**src/rtl/audio_i2s_tx.sv**
```systemverilog
// I2S serializer for the sample-ROM audio path: fetches one mono sample per frame and sends it on both channels.
// Optional build macro AUDIO_TX_ATTEN_EN adds an Atten input that arithmetically right-shifts each fetched sample.
//   state | meaning
//   IDLE  | outputs parked, waiting for INIT
//   FILL  | first sample fetch in flight
//   RUN   | BCLK running, frames streaming
module audio_i2s_tx #(
  parameter int DATA_W   = 16,
  parameter int SLOT_W   = 32,
  parameter int BCLK_DIV = 4,
  parameter int ROM_LAT  = 2
) (
  input  logic              Clk,
  input  logic              Reset,
  input  logic              INIT,
  input  logic [DATA_W-1:0] Sample,
`ifdef AUDIO_TX_ATTEN_EN
  input  logic [2:0]        Atten,
`endif
  output logic              sample_req,
  output logic              data_over,
  output logic              BCLK,
  output logic              LRCLK,
  output logic              DACDAT
);

  localparam int BC_W  = $clog2(2 * SLOT_W);
  localparam int DIV_W = (BCLK_DIV > 1) ? $clog2(BCLK_DIV) : 1;
  localparam int LAT_W = $clog2(ROM_LAT + 1);

  typedef enum logic [1:0] {IDLE, FILL, RUN} state_t;

  state_t            state;
  logic [DIV_W-1:0]  div_cnt;
  logic [BC_W-1:0]   bit_cnt;
  logic [LAT_W-1:0]  lat_cnt;
  logic              lat_pend;
  logic              stop;
  logic [DATA_W-1:0] buffer;
  logic [DATA_W-1:0] frame;
  logic [DATA_W-1:0] latch_val;
  logic [BC_W-1:0]   bit_nxt;
  logic              dac_nxt;
  logic              latch_now;
  int                k;

  always_comb begin
`ifdef AUDIO_TX_ATTEN_EN
    latch_val = $signed(Sample) >>> Atten;
`else
    latch_val = Sample;
`endif
  end

  // Next bit position and the data bit it carries; the slot's first bit is the I2S delay bit.
  always_comb begin
    bit_nxt = (bit_cnt == BC_W'(2 * SLOT_W - 1)) ? '0 : bit_cnt + 1'b1;
    k = int'(bit_nxt);
    if (k >= SLOT_W) k = k - SLOT_W;
    dac_nxt = 1'b0;
    if (k >= 1 && k <= DATA_W) dac_nxt = frame[DATA_W - k];
  end

  assign latch_now = lat_pend && (lat_cnt == '0);

  always_ff @(posedge Clk or negedge Reset) begin
    if (!Reset) begin
      state      <= IDLE;
      div_cnt    <= '0;
      bit_cnt    <= '0;
      lat_cnt    <= '0;
      lat_pend   <= 1'b0;
      stop       <= 1'b0;
      buffer     <= '0;
      frame      <= '0;
      sample_req <= 1'b0;
      data_over  <= 1'b0;
      BCLK       <= 1'b0;
      LRCLK      <= 1'b1;
      DACDAT     <= 1'b0;
    end else begin
      sample_req <= 1'b0;
      data_over  <= 1'b0;
      if (lat_pend) begin
        if (latch_now) begin
          buffer   <= latch_val;
          lat_pend <= 1'b0;
        end else begin
          lat_cnt <= lat_cnt - 1'b1;
        end
      end
      case (state)
        IDLE: begin
          BCLK    <= 1'b0;
          LRCLK   <= 1'b1;
          DACDAT  <= 1'b0;
          stop    <= 1'b0;
          div_cnt <= '0;
          bit_cnt <= '0;
          if (INIT) begin
            state      <= FILL;
            sample_req <= 1'b1;
            lat_pend   <= 1'b1;
            lat_cnt    <= LAT_W'(ROM_LAT);
          end
        end
        FILL: begin
          stop <= ~INIT;
          if (latch_now) begin
            stop <= 1'b0;
            if (stop || !INIT) begin
              state <= IDLE;
            end else begin
              state   <= RUN;
              div_cnt <= '0;
              bit_cnt <= BC_W'(2 * SLOT_W - 1);
              BCLK    <= 1'b0;
            end
          end
        end
        RUN: begin
          stop <= ~INIT;
          if (div_cnt == DIV_W'(BCLK_DIV - 1)) begin
            div_cnt <= '0;
            BCLK    <= ~BCLK;
            if (BCLK) begin
              bit_cnt <= bit_nxt;
              DACDAT  <= dac_nxt;
              if (bit_nxt == '0) begin
                // A pending stop replaces the frame boundary with a clean park in IDLE.
                if (stop) begin
                  state  <= IDLE;
                  LRCLK  <= 1'b1;
                  DACDAT <= 1'b0;
                  stop   <= 1'b0;
                end else begin
                  LRCLK      <= 1'b0;
                  frame      <= buffer;
                  sample_req <= 1'b1;
                  data_over  <= 1'b1;
                  lat_pend   <= 1'b1;
                  lat_cnt    <= LAT_W'(ROM_LAT);
                end
              end else if (bit_nxt == BC_W'(SLOT_W)) begin
                LRCLK <= 1'b1;
              end
            end
          end else begin
            div_cnt <= div_cnt + 1'b1;
          end
        end
        default: state <= IDLE;
      endcase
    end
  end

endmodule

```
**config.mk**
```make
export PLATFORM = sky130hd
export DESIGN_NAME = audio_i2s_tx
export DESIGN_NICKNAME = d
export VERILOG_FILES = /design/src/rtl/audio_i2s_tx.sv
export SDC_FILE = /design/constraint.sdc
export NUM_CORES = 1
export LEC_CHECK = 0
export ABC_AREA = 1
export CORE_ASPECT_RATIO = 1.4
export CORE_UTILIZATION = 46
export DETAILED_ROUTE_END_ITERATION = 8
export PLACE_DENSITY = 0.66
export SLEW_MARGIN = 20
export SYNTH_ARGS = -nofsm -noshare
export SYNTH_HDL_FRONTEND = slang
export SYNTH_SLANG_ARGS = --single-unit
```
**constraint.sdc**
```tcl
create_clock -name Clk -period 2.5 [get_ports Clk]
set_input_delay 0.25 -clock Clk [delete_from_list [all_inputs] [get_ports Clk]]
set_output_delay 0.25 -clock Clk [all_outputs]
set_load 0.02 [all_outputs]
```
==> impl_metrics.toml <==
[global_route]
globalRouteTotalUtil_pct = 18.6
antenna_found_initial = 0
grt_start_max_net_pins = 36
grt-ovfl-total = 0
grt_pass1_vias = 1961
grt_pass1_wl_um = 8860

[sta]
period_share_pct = 83.3
setup_violations = 0
max_freq_mhz = 480
tns_ps = 0
hold_viol_final = 0
layout_min_cycle_time_ps = 2080
rsz0062_at_grt = "false"
timing.final.ws_setup_ps = 419
final_max_slew_viol_count = 0
worst_slew_pin_slew_ps = 626
skew_ps = 5.17
maxSlewHeadroom_pct = 58.1

[clock_network]
cts_tree = "yes"
cts-htree-levels = 2
cts_root_buffer = "clkbuf_8"
path_clk_slew_ps = 90
cts_setup_buffers = 0
cts_sinks = 51
clock_latency_ps = 300
cts_buffer_depth = 2
post_cts_resized = 0
cts_made_buffers = 5
postCtsHoldBufs = 1

[power_and_ir_drop]
combPwrFrac_pct = 43.3
p_per_area_mw_per_mm2 = 993
p_leak_nw = 1.58
pwr-share-seq_pct = 37.4
ir_drop_mv = 0.432
cell_internal_pwr_mw = 1.88
swShare_pct = 40.2
p_switching_mw = 1.27
clockPowerShare_pct = 19.3

[synth]
yosys.area.top_type = "dfrtp_1"
yosysSeqAreaShare_pct = 46.6
synth_area_per_cell_sq_um = 8.54
synthesis.area_sq_mm = 0.00274
synth_nets = 348
synthCells = 321
ys_types = 31
synth_seq_cells = 51
synth_area_leaders = "dfrtp_1, nand2_1, inv_1"
ys_warn_count = 0
yosysTopAreaCellShare_pct = 45.7

[worst_setup_path]
worstPathArrival_ps = 2310
worstReg2RegStart = "state[0]"
crit_buf_inv = 2
cp-end-kind = "register"
crit_chain = "inv_1 > ha_1 > clkinv_1 > nor2_1 > nor2_1 > nand2_1 > a21oi_1 > o21bai_1"
cp_slowest_cell = "nor2_1"
crit_start = "state[0]"
path_class = "register to register"
crit_path_start_kind = "register"
max_stage_delay_ps = 500
path_common_cell = "nor2_1"
cp_data_required_time_ps = 2730
cp_max_fo = 11
cp_top_family = "simple AND/OR/NAND/NOR gates"

[drt]
detail_route.first_pass.iterations = 4
drc_errors = 0
wire_per_inst_um = 12.2
via_per_inst = 5.01
wl_um = 5080
drt_iter0_drc = 94
drtAntennaViolNets = 0
vias = 2093

[place]
dp_slack_ps = 446
io_buffer_count = 23
dp_hpwl_um = 3860
gp_congestion = 0.902

[worst_hold_path]
hold_path.class = "primary input to async pin"

[floorplanning]
die_x_um = 67.2
core.rowCount = 32
dieArea_sq_mm = 0.00627
initial_core_util_pct = 48.9
boundaryPins = 24
die_y_um = 93.3
core_sq_mm = 0.00561

[run_status]
status = "complete, no violations"

[final_layout]
insertedDiodeCount = 0
drive_gt1_share_pct = 17.4
layout_commonest_cell = "nand2_1"
fin_nets = 376
final_cell_mix = "nand2_1, dfrtp_1, inv_1, nor2_1, a21oi_1"
area_growth_pct = 15.8

[job]
max-cap-violations = 0
[registers in the layout (all words and copies together), names as in the netlist, 2 cells and up]
register,cells
frame,16
lat_cnt,2
buffer,16
div_cnt,2
state,2
bit_cnt,6
[final timing paths]
path	end	slack (ps)	cells after the start
setup / recovery	bit_cnt[5]	420	8
hold / removal	bit_cnt[2]	440	2
setup reg to reg	bit_cnt[5]	420	8
hold reg to reg	DACDAT	490	2
max in group asynchronous	LRCLK	1370	3
min in group Clk	DACDAT	490	2
[synthesized netlist by cell type]
cell,instances
nand2_1,55
dfrtp_1,50
inv_1,47
nor2_1,31
a21oi_1,25
nand3_1,22
o21ai_2,17
nand2_2,16
o21ai_0,10
ha_1,8
buf_6,4
clkbuf_1,3
nand3_4,3
nand4_1,3
or2_2,3
clkinv_1,2
inv_2,2
nand2_4,2
nand3b_1,2
o21ai_1,2
o22ai_1,2
xnor2_1,2
xor2_1,2
buf_1,1
dfstp_2,1
nor2_4,1
nor2_8,1
o2111a_1,1
o21a_1,1
o21bai_1,1
o21bai_2,1
[cells by family after synthesis]
| logic type | synth area share [%] |
|---|---|
| and+or+nand+nor | 25.3 |
| DFF | 46.6 |
| xor gates and xnor gates | 1.28 |
| buffers and inverters | 9.18 |
| AOI/OAI and AO/OA | 14.0 |
| adders and majority gates | 3.65 |
[routing by layer]
metal | vias up | GRT usage, % | wire length, um | part of all wire (%)
li1 | 1075 | - | - | -
met1 | 966 | 22.6 | 2210 | 43
met2 | 40 | 31.3 | 2590 | 51
met3 | 12 | 3.54 | 141 | 2.8
met4 | 0 | 7.98 | 138 | 2.7
met5 | - | 0 | 0 | 0
[per-stage QoR]
stage          instance area, sq um  hold slack (ps)  instances  utilization [%]  power (mW)
4_1_cts                        3170              460        418             56.6        3.18
3_3_place_gp                   3040              255        409             54.2        2.55
5_1_grt                        3170              476        418             56.6        3.45
2_1_floorplan                  2740            -45.6        321                -        2.23
3_5_place_dp                   3040              250        409             54.2        2.56
6_report                       3170              441        418             56.6        3.15
[layout make-up]
type | count | area, sq um
Clock inverter | 2 | 38.8
Inverter | 51 | 191
Timing Repair Buffer | 29 | 285
Tap cell | 68 | 85.1
Clock buffer | 6 | 82.6
Multi-Input combinational cell | 211 | 1210
Sequential cell | 51 | 1280
Fill cell | 544 | 2430
[power groups by stage]
stage	Combinational [mW]	Sequential, mW	Clock, mW
floorplan	1.06	1.17	0
global placement	1.37	1.19	0
detailed placement	1.37	1.20	0
CTS	1.38	1.18	0.625
global route	1.58	1.21	0.666
finish	1.36	1.18	0.607
(Power assumes the default switching activity.)
